--- config.mk ---
export PLATFORM = sky130hd
export DESIGN_NAME = clock_monitor
export DESIGN_NICKNAME = d
export VERILOG_FILES = /design/src/rtl/clock_monitor.sv
export SDC_FILE = /design/constraint.sdc
export NUM_CORES = 1
export LEC_CHECK = 0
export CAP_MARGIN = 20
export CORE_UTILIZATION = 54
export DETAILED_ROUTE_END_ITERATION = 10
export PLACE_DENSITY = 0.78
export REMOVE_ABC_BUFFERS = 1
export SLEW_MARGIN = 20
export SYNTH_ARGS = -nofsm -noshare
export SYNTH_HDL_FRONTEND = slang
export SYNTH_SLANG_ARGS = --single-unit
export TNS_END_PERCENT = 5
--- constraint.sdc ---
create_clock -name i_clk -period 2.75 [get_ports i_clk]
set_input_delay 0.55 -clock i_clk [delete_from_list [all_inputs] [get_ports i_clk]]
set_output_delay 0.55 -clock i_clk [all_outputs]
set_load 0.02 [all_outputs]
--- src/rtl/clock_monitor.sv ---
// Clock activity monitor: synchronizes a slow toggling clock into i_clk, emits edge pulses,
// measures the half-period in i_clk cycles and flags a source that stops toggling.
module clock_monitor #(
    parameter int SYNC_STAGES = 2,
    parameter int CNT_W       = 16,
    parameter int TIMEOUT     = 1000
) (
    input  logic             i_clk,
    input  logic             i_reset_n,
    input  logic             i_gen_clk,
    input  logic             i_clear,
    output logic             o_level,
    output logic             o_rise,
    output logic             o_fall,
    output logic             o_roll_over,
    output logic [CNT_W-1:0] o_half_period,
    output logic             o_valid,
    output logic             o_stuck,
    output logic [1:0]       o_dbg_state
);

    typedef enum logic [1:0] {
        WAIT_FIRST = 2'd0,
        MEASURE    = 2'd1,
        STUCK      = 2'd2
    } state_t;

    localparam logic [CNT_W-1:0] CNT_MAX   = '1;
    localparam logic [CNT_W-1:0] CNT_ONE   = CNT_W'(1);
    localparam logic [CNT_W-1:0] TIMEOUT_C = CNT_W'(TIMEOUT);

    logic [SYNC_STAGES-1:0] sync_q;
    logic                   hist_q;
    logic                   edge_rise;
    logic                   edge_fall;
    logic                   edge_any;
    logic                   rise_q;
    logic                   fall_q;

    state_t           state_q, state_d;
    logic [CNT_W-1:0] cnt_q, cnt_d;
    logic [CNT_W-1:0] cnt_inc;
    logic [CNT_W-1:0] half_q, half_d;
    logic             valid_q, valid_d;
    logic             stuck_q, stuck_d;
    logic             timeout_hit;

    // Flops preset to 1 so a source idling high after reset release yields no edge.
    always_ff @(posedge i_clk or negedge i_reset_n) begin
        if (!i_reset_n) begin
            sync_q <= '1;
            hist_q <= 1'b1;
        end else begin
            sync_q <= {sync_q[SYNC_STAGES-2:0], i_gen_clk};
            hist_q <= sync_q[SYNC_STAGES-1];
        end
    end

    assign edge_rise = sync_q[SYNC_STAGES-1] & ~hist_q;
    assign edge_fall = ~sync_q[SYNC_STAGES-1] & hist_q;
    assign edge_any  = edge_rise | edge_fall;

    // Edge pulses are independent of i_clear: a clear never swallows an edge pulse.
    always_ff @(posedge i_clk or negedge i_reset_n) begin
        if (!i_reset_n) begin
            rise_q <= 1'b0;
            fall_q <= 1'b0;
        end else begin
            rise_q <= edge_rise;
            fall_q <= edge_fall;
        end
    end

    assign cnt_inc     = (cnt_q == CNT_MAX) ? cnt_q : cnt_q + CNT_ONE;
    assign timeout_hit = (cnt_q == TIMEOUT_C);

    always_ff @(posedge i_clk or negedge i_reset_n) begin
        if (!i_reset_n) begin
            state_q <= WAIT_FIRST;
            cnt_q   <= '0;
            half_q  <= '0;
            valid_q <= 1'b0;
            stuck_q <= 1'b0;
        end else begin
            state_q <= state_d;
            cnt_q   <= cnt_d;
            half_q  <= half_d;
            valid_q <= valid_d;
            stuck_q <= stuck_d;
        end
    end

    // An edge always beats the timeout; i_clear beats everything.
    always_comb begin
        state_d = state_q;
        cnt_d   = cnt_q;
        half_d  = half_q;
        valid_d = valid_q;
        stuck_d = stuck_q;
        if (i_clear) begin
            state_d = WAIT_FIRST;
            cnt_d   = '0;
            valid_d = 1'b0;
            stuck_d = 1'b0;
        end else begin
            case (state_q)
                WAIT_FIRST: begin
                    if (edge_any) begin
                        state_d = MEASURE;
                        cnt_d   = CNT_ONE;
                    end else if (timeout_hit) begin
                        state_d = STUCK;
                        stuck_d = 1'b1;
                        valid_d = 1'b0;
                    end else begin
                        cnt_d = cnt_inc;
                    end
                end
                MEASURE: begin
                    if (edge_any) begin
                        half_d  = cnt_q;
                        valid_d = 1'b1;
                        cnt_d   = CNT_ONE;
                    end else if (timeout_hit) begin
                        state_d = STUCK;
                        stuck_d = 1'b1;
                        valid_d = 1'b0;
                    end else begin
                        cnt_d = cnt_inc;
                    end
                end
                STUCK: begin
                    // Recovery restarts measuring, but the sticky flag waits for i_clear.
                    valid_d = 1'b0;
                    if (edge_any) begin
                        state_d = MEASURE;
                        cnt_d   = CNT_ONE;
                    end
                end
                default: begin
                    state_d = WAIT_FIRST;
                end
            endcase
        end
    end

    assign o_level       = sync_q[SYNC_STAGES-1];
    assign o_rise        = rise_q;
    assign o_fall        = fall_q;
    assign o_roll_over   = rise_q | fall_q;
    assign o_half_period = half_q;
    assign o_valid       = valid_q;
    assign o_stuck       = stuck_q;
    assign o_dbg_state   = state_q;

endmodule

==> reports/results.txt, run 1 <==
Most frequent standard cell in the layout excluding fill and tap cells: dfrtp_1. Dividing the synthesized area by the synthesized cell count gives 10.4 um2. The clock slew at the register clock pins of the worst setup and hold paths is 0.07 ns. The worst setup path is captured at a flip-flop.

Post-synthesis sequential area ratio: 0.483. Excluding fillers, the count of instances in the completed layout stands at 284. At the end of the flow, the number of nets in the layout was 247. The logs give 0 for the count of final max-slew check failures and 204 for the gate count after technology mapping. The number of cells on the worst reg-to-reg path is 8. The run gives 0 as the initial antenna violation count. The tools report the proportion of power drawn by combinational gates as 0.215. The run gives 1.32 mW as the total power draw.

The post-synthesis compound-gate area fraction works out to 0.158. Following the worst setup path forward leads to its endpoint at cnt_q[0]$_DFFE_PN0P_. The post-detailed-routing wire length was 4.48 mm; the number of gates resized after cts was 0. In the final layout, the multi-input gates occupy 997 um2.

The detailed router's first-iteration violation count is 93, and the proportion of total power due to net switching is 0.296. For the number of placement rows, the log shows 22. For the worst hold slack after final layout, the log shows 0.359 ns. Ratio of cells with drive above 1 in the final layout: 0.182.

The most critical setup path has its startpoint at cnt_q[0]$_DFFE_PN0P_. For the maximum clock frequency, the log shows 0.386 GHz. The tools report the number of setup buffers added after CTS as 0. The number of hold-slack violations in the final timing report is 0, and the number of I/O port buffers is 27.

TritonCTS created 5 clock buffers. The estimated wirelength of the detail-placed design is 3.12 mm. The logs give 28 for the I/O pin total and 0 for the setup violation total in the final timing report. The setup slack of the worst register-to-register path is 0.16 ns. The synthesized design contains 0 enable-type register cells. At the pin with the least slew margin, the transition time is 0.876 ns. After layout, the worst setup slack is 0.157 ns. The worst path in the final design needs a cycle of 2.59 ns, including I/O delays and setup. Fraction of power consumed by sequential logic: 0.498. In this run the static leakage power is 1.16 nW. For this design, the slowest cell found on the critical path is or4_4.

In this run the critical register-to-register path is captured at cnt_q[0]$_DFFE_PN0P_. Data on the critical path is required at its endpoint by 2.92 ns. The clock latency on the worst-skew pair is 0.30 ns, and the synthesized cell area is 2130 um2. Yosys printed 0 warnings. The flow ran to the end, and the final reports show no timing, DRC or antenna violations. The longest clock path from root to sink contains 2 buffers. For the maximum ir drop on the vdd rail, the log shows 434 uV. The proportion of synthesized area in mux cells works out to 0.0846. The run gives 1615 as the via count of the first global-routing pass. Sorting the synthesized cells by area gives the leading types as dfrtp_1 (45%), mux2_2 (8.5%), o31ai_1 (6.3%), ha_1 (4.7%), dfstp_2 (3.7%). The combined global-route utilization of all metal layers came out at 0.242.

TritonCTS built the clock tree. The logs give 0 for the number of nets with antenna violations after routing and 2450 um2 for the total placed instance area. The startpoint type of the worst setup path was a flip-flop.

The floorplan step defined a die boundary enclosing 4200 um2. The power density relative to cell area works out to 520 nW/um2. The cell type contributing the most total cell area after synthesis was dfrtp_1.

The final estimated routing congestion in global placement came out at 0.886. The number of storage elements in the synthesis netlist came out at 41. The total overflow left after global routing is 0.

Synthesis instantiated 36 different standard cells from the library. For the worst-case setup slack after placement, the log shows 0.181 ns. Using the TritonRoute via totals, the vias-per-cell ratio works out to 5.90.

The DRC violation count after routing is 0, and the max-capacitance violation count is 0. The top-area cell type share of the netlist area is 0.446, and the core utilization of the finished layout is 0.681. Data on the critical path arrives at its endpoint at 2.76 ns. The die width is 64.8 um, and the xor/xnor cell area share of the yosys netlist is 0. For the hold buffer count at cts, the log shows 0. Worst slew margin relative to its limit: 0.416. The filler cells instantiated in the layout total 297.

Overall via count from detail_route: 1677. The post-route fraction of the period consumed by the critical path is 0.943. The floorplan die height was 64.8 um; the clock sink count was 41. After routing, the total negative slack on setup checks comes to 0 ns. Among cell families on the critical path, the largest total delay comes from simple AND/OR/NAND/NOR gates. Type of the most critical hold path: reg2reg. For the placeable core region, the log shows 3720 um2. The launch point of the worst reg-to-reg path was cnt_q[0]$_DFFE_PN0P_.

For the number of levels the H-tree was split into, the log shows 2. Of all nets on the critical path, the largest fanout is 14. For the first-pass detailed-route iteration total, the log shows 4. The critical path goes through inv_1, ha_1, or4b_1, or4_4, nor4b_4, buf_4, or2_2, o21ai_0. The total instance count after detailed placement came out at 276.

Fraction of registers with async set/reset: 1.00. The internal portion of the total power is 928 uW. The commonest register cell after synthesis was dfrtp_1.

By area, the combinational part of the netlist is dominated by simple AND/OR/NAND/NOR gates. After routing the design area is 2530 um2. 0 antenna diodes ended up in the layout. Post-synthesis share of cell area spent on and, or, nand and nor gates: 0.176. The tools report the clock tree root buffer cell as clkbuf_8. Setup repair after global routing left no endpoint under its margin. Registers take 1030 um2. The relative contribution of the clock network to total power is 0.287.

The maximum cell stage delay along the critical path works out to 0.59 ns. Counting both buffers and inverters, the worst setup path holds a total of 2. The critical path is of the reg2reg type. The share of synthesized cell area in full adder, half adder and majority cells was 0.0470; the maximum number of pins on one net before global-route repair was 42. The analysis attributes to net switching a power of 389 uW. In this run the number of cells on the critical path is 8. The routed length per placed instance came out at 15.8 um. The initial cell density of the core is 0.573.

The synthesis-to-finish area growth was 18.8%. The top cell types in the final layout, fill and taps aside, are dfrtp_1 (38), clkdlybuf4s50_1 (26), o31ai_1 (18). On the final layout, the worst clock skew is 0.00547 ns.

The first global-routing pass estimated 7.60 mm of wire.
registers in the layout, indices dropped and copies added, names as in the netlist:
signal / cells
o_stuck: 1
o_fall: 1
o_rise: 1
o_dbg_state: 2
cnt_q: 16
o_valid: 1
hist_q: 1
sync_q: 2
o_half_period: 16
layout make-up:
cell class | count | area share
sequential | 41 | 0.407
timing repair buffer | 35 | 0.128
multi-input combinational | 142 | 0.394
inverter | 10 | 0.0148
clock inverter | 2 | 0.00395
tap | 48 | 0.0237
clock buffer | 6 | 0.0287
worst register-to-register path: stages, from the launching register on:
cell     delay, ns
dfrtp_1       0.45
inv_1         0.09
ha_1          0.14
or4b_1        0.44
or4_4         0.59
nor4b_4       0.24
buf_4         0.24
or2_2         0.19
o21ai_0       0.11
power groups by stage:
| stage | clock [mW] | sequential [mW] | combinational, mW |
|---|---|---|---|
| final | 0.378 | 0.655 | 0.283 |
| after floorplan | 0 | 0.689 | 0.137 |
| after global placement | 0 | 0.665 | 0.273 |
| after global routing | 0.403 | 0.660 | 0.309 |
| after CTS | 0.389 | 0.656 | 0.283 |
| after detailed placement | 0 | 0.667 | 0.280 |
kinds of logic (layout without fill, tap and decap cells):
kind of cell               count (synthesis)  in the layout
buffers and inverters                     21             53
and+or+nand+nor                           67             67
adders and majority gates                  8              8
AOI/OAI and AO/OA                         51             51
DFF                                       41             41
muxes                                     16             16
cell usage after synthesis, types with 4 or more instances:
cell	n
dfrtp_1	38
or3_1	4
nand2_1	14
nand4_1	5
a21oi_1	7
o21ai_0	14
ha_1	8
clkbuf_1	6
nor2_1	15
buf_6	4
nand3_1	7
o31ai_1	18
nor3b_1	4
mux2_2	16
inv_1	10
worst min-delay path by stage:
stage / from / end / slack, ns / depth (start not counted)
6_report: sync_q[0]$_DFF_PN1_ / sync_q[1]$_DFF_PN1_ / 0.36 / 0
5_1_grt: sync_q[0]$_DFF_PN1_ / sync_q[1]$_DFF_PN1_ / 0.36 / 0
4_1_cts: sync_q[0]$_DFF_PN1_ / sync_q[1]$_DFF_PN1_ / 0.36 / 0
3_5_place_dp: sync_q[0]$_DFF_PN1_ / sync_q[1]$_DFF_PN1_ / 0.35 / 0
3_3_place_gp: sync_q[0]$_DFF_PN1_ / sync_q[1]$_DFF_PN1_ / 0.35 / 0
2_1_floorplan: i_reset_n / cnt_q[0]$_DFFE_PN0P_ / 0.25 / 0
per-layer routing:
layer,track usage,vias to the layer above,wire [um],share of wire
met4,0.125,0,89,0.020
met3,0.0599,7,219,0.049
li1,-,805,-,-
met1,0.312,801,2050,0.46
met2,0.375,64,2120,0.47
met5,0,-,0,0
Power figures use the tool's default switching activity.
==> inputs of run 2 (changes only) <==
CORE_UTILIZATION = 57   (was 54)
CTS_BUF_LIST = sky130_fd_sc_hd__clkbuf_4   (was unset)
PLACE_DENSITY = 0.82   (was 0.78)
==> run 2 against run 1 <==
First-iteration DRC count grew 15%. Fmax shrank 0.37%. Critical path depth shrank 2. Cell area shrank 1.1%. Via count grew 1.4%. Utilization grew 4.0 points. Global-route usage grew 0.41 points. Wire length shrank 3.4%. Clock power shrank 22%. Die area shrank 5.1%. Critical path type unchanged. Largest power group unchanged.
==> reports/results.txt, run 2 (synthesis results as in run 1) <==
The run gives 0.722 (was 0.681) as the core utilization of the finished layout. Setup repair after global routing left no endpoint under its margin. The count of final max-slew check failures came out at 0 (unchanged). The clock slew at the register clock pins of the worst setup and hold paths came out at 0.11 ns (was 0.07 ns).

The die width was 63.1 um (was 64.8 um). The post-detailed-routing wire length is 4.32 mm (was 4.48 mm). Final-layout fill cell count: 268 (was 297). Hold buffer count at cts: 0 (unchanged).

The run gives 1700 (was 1677) as the overall via count from detail_route. The run gives 0.34 ns (was 0.30 ns) as the clock latency on the worst-skew pair. The synthesis-to-finish area growth was 17.5% (was 18.8%); the first-pass GRT wire length was 7.69 mm (was 7.60 mm). The type of the worst setup path was reg2reg (unchanged). The routed via count divided by cell count was 6.03 (was 5.90).

The top layer used by detailed routing is met4 (unchanged). The most frequent standard cell in the layout excluding fill and tap cells is dfrtp_1 (unchanged). The run finished with clean final reports.

The first-pass detailed-route iteration total is 4 (unchanged), and the DRC violation count after routing is 0 (unchanged). Clock sink count: 41 (unchanged). The placeable core region was 3470 um2 (was 3720 um2); the I/O pin total was 28 (unchanged).

Clock tree root buffer cell: clkbuf_4 (was clkbuf_8). TritonCTS built the clock tree. Maximum buffer depth of the clock tree: 2 (unchanged). The run gives 0.423 (was 0.416) as the worst slew margin relative to its limit.

Type of the most critical hold path: in2async (was reg2reg). For the worst hold slack after final layout, the log shows 0.310 ns (was 0.359 ns). The power density relative to cell area is 491 nW/um2 (was 520 nW/um2), and the floorplan die height is 63.1 um (was 64.8 um). The slew at the pin closest to its max-slew limit came out at 0.866 ns (was 0.876 ns).

The number of nets with antenna violations after routing is 0 (unchanged), and the detailed router's first-iteration violation count is 107 (was 93). The net count of the finished layout was 247 (unchanged); the number of setup buffers added after CTS was 0 (unchanged). The number of buffers inserted during clock tree synthesis is 5 (unchanged), and the worst endpoint data arrival time is 2.84 ns (was 2.76 ns). The final estimated routing congestion in global placement was 0.834 (was 0.886); the maximum number of pins on one net before global-route repair was 42 (unchanged). The routed length per placed instance was 15.3 um (was 15.8 um); the estimated wirelength of the detail-placed design was 3.10 mm (was 3.12 mm). The tools report the startpoint type of the worst setup path as a flip-flop (unchanged). The setup violation total in the final timing report is 0 (unchanged). The number of antenna diodes came out at 0 (unchanged). Number of levels the H-tree was split into: 2 (unchanged).

The logs give 0 (unchanged) for the number of gates resized after cts and 0 (unchanged) for the initial antenna violation count. The total met3 wirelength after detailed routing was 237 um (was 219 um); the met1 wire length was 1.83 mm (was 2.05 mm). The combined global-route utilization of all metal layers is 0.246 (was 0.242), and the number of hold-slack violations in the final timing report is 0 (unchanged). Commonest cells after routing, fill and taps aside: dfrtp_1 (38), clkdlybuf4s50_1 (26), o31ai_1 (18) (unchanged). The post-route minimum period was 2.60 ns (was 2.59 ns); the cell leakage power was 1.15 nW (was 1.16 nW). The run gives 1632 (was 1615) as the via count of the first global-routing pass. The logs give 333 uV (was 434 uV) for the maximum ir drop on the vdd rail and 0.384 GHz (was 0.386 GHz) for the maximum clock frequency.

The logs give 0 (unchanged) for the aggregate global routing overflow and 2.99 ns (was 2.92 ns) for the worst path required time. The largest fanout on the critical path was 12 (was 14); the full die area was 3990 um2 (was 4200 um2). For the max-capacitance violation count, the log shows 0 (unchanged). The post-route fraction of the period consumed by the critical path came out at 0.946 (was 0.943).

The number of I/O port buffers is 27 (unchanged). The ratio of cells with drive above 1 in the final layout is 0.182 (unchanged), and the number of placement rows is 21 (was 22). The routed length on met2 was 2.20 mm (was 2.12 mm). The element type at the critical path end is a flip-flop (unchanged). The initial cell density of the core was 0.614 (was 0.573); the worst-case clock skew was 0.00435 ns (was 0.00547 ns).
==> run 2: cell count changes in the layout (fill, tap and decap cells not counted), sizes merged <==
cell,delta
clkinv,-1
clkbuf,+1
==> run 2: cell type report <==
class / instances / area (um2) / share of cell area
Sequential cell: 41 / 1030 / 0.411
Inverter: 10 / 37.5 / 0.0150
Clock buffer: 7 / 52.6 / 0.0210
Timing Repair Buffer: 35 / 325 / 0.130
Clock inverter: 1 / 3.75 / 0.00150
Multi-Input combinational cell: 142 / 997 / 0.398
Tap cell: 46 / 57.6 / 0.0230
==> run 2: worst paths after layout <==
kind	startpoint	to	cells after the start	slack, ns
worst max register to register	sync_q[1]$_DFF_PN1_	cnt_q[6]$_DFFE_PN0P_	6	0.15
worst min register to register	sync_q[0]$_DFF_PN1_	sync_q[1]$_DFF_PN1_	0	0.36
worst max-delay path	sync_q[1]$_DFF_PN1_	cnt_q[6]$_DFFE_PN0P_	6	0.15
worst min-delay path	i_reset_n	o_dbg_state[0]$_DFFE_PN0P_	1	0.31
min in group i_clk	sync_q[0]$_DFF_PN1_	sync_q[1]$_DFF_PN1_	0	0.36
max in group asynchronous	i_reset_n	o_half_period[7]$_DFFE_PN0P_	1	1.90
==> run 2: stage by stage <==
step	power, mW	area [um2]	setup WS, ns	std cells	setup TNS (ns)
after global routing	1.29	2500	0.0206	282	0
after detailed placement	0.944	2450	0.122	274	0
after global placement	0.931	2450	0.188	274	0
after CTS	1.24	2500	0.148	282	0
final	1.23	2500	0.148	282	0
after floorplan	0.826	2060	-0.108	193	-1.73
==> run 2: where the power goes <==
part,leakage [nW],switching (mW),total (mW),internal [mW]
registers,0.555,0.0237,0.656,0.632
clock network,0.0338,0.177,0.296,0.118
logic,0.558,0.158,0.277,0.119
==> run 2: critical path, stage by stage (launching register included) <==
cell     delay [ns]
dfstp_2        0.57
inv_1          0.05
ha_1           0.44
nor3b_1        0.20
a41o_1         0.32
or3_1          0.56
o31ai_1        0.35
==> run 2: layer usage <==
metal,vias to the layer above,global-route usage
met2,52,0.430
li1,804,-
met5,-,0
met3,6,0.0471
met1,838,0.301
met4,0,0.0843
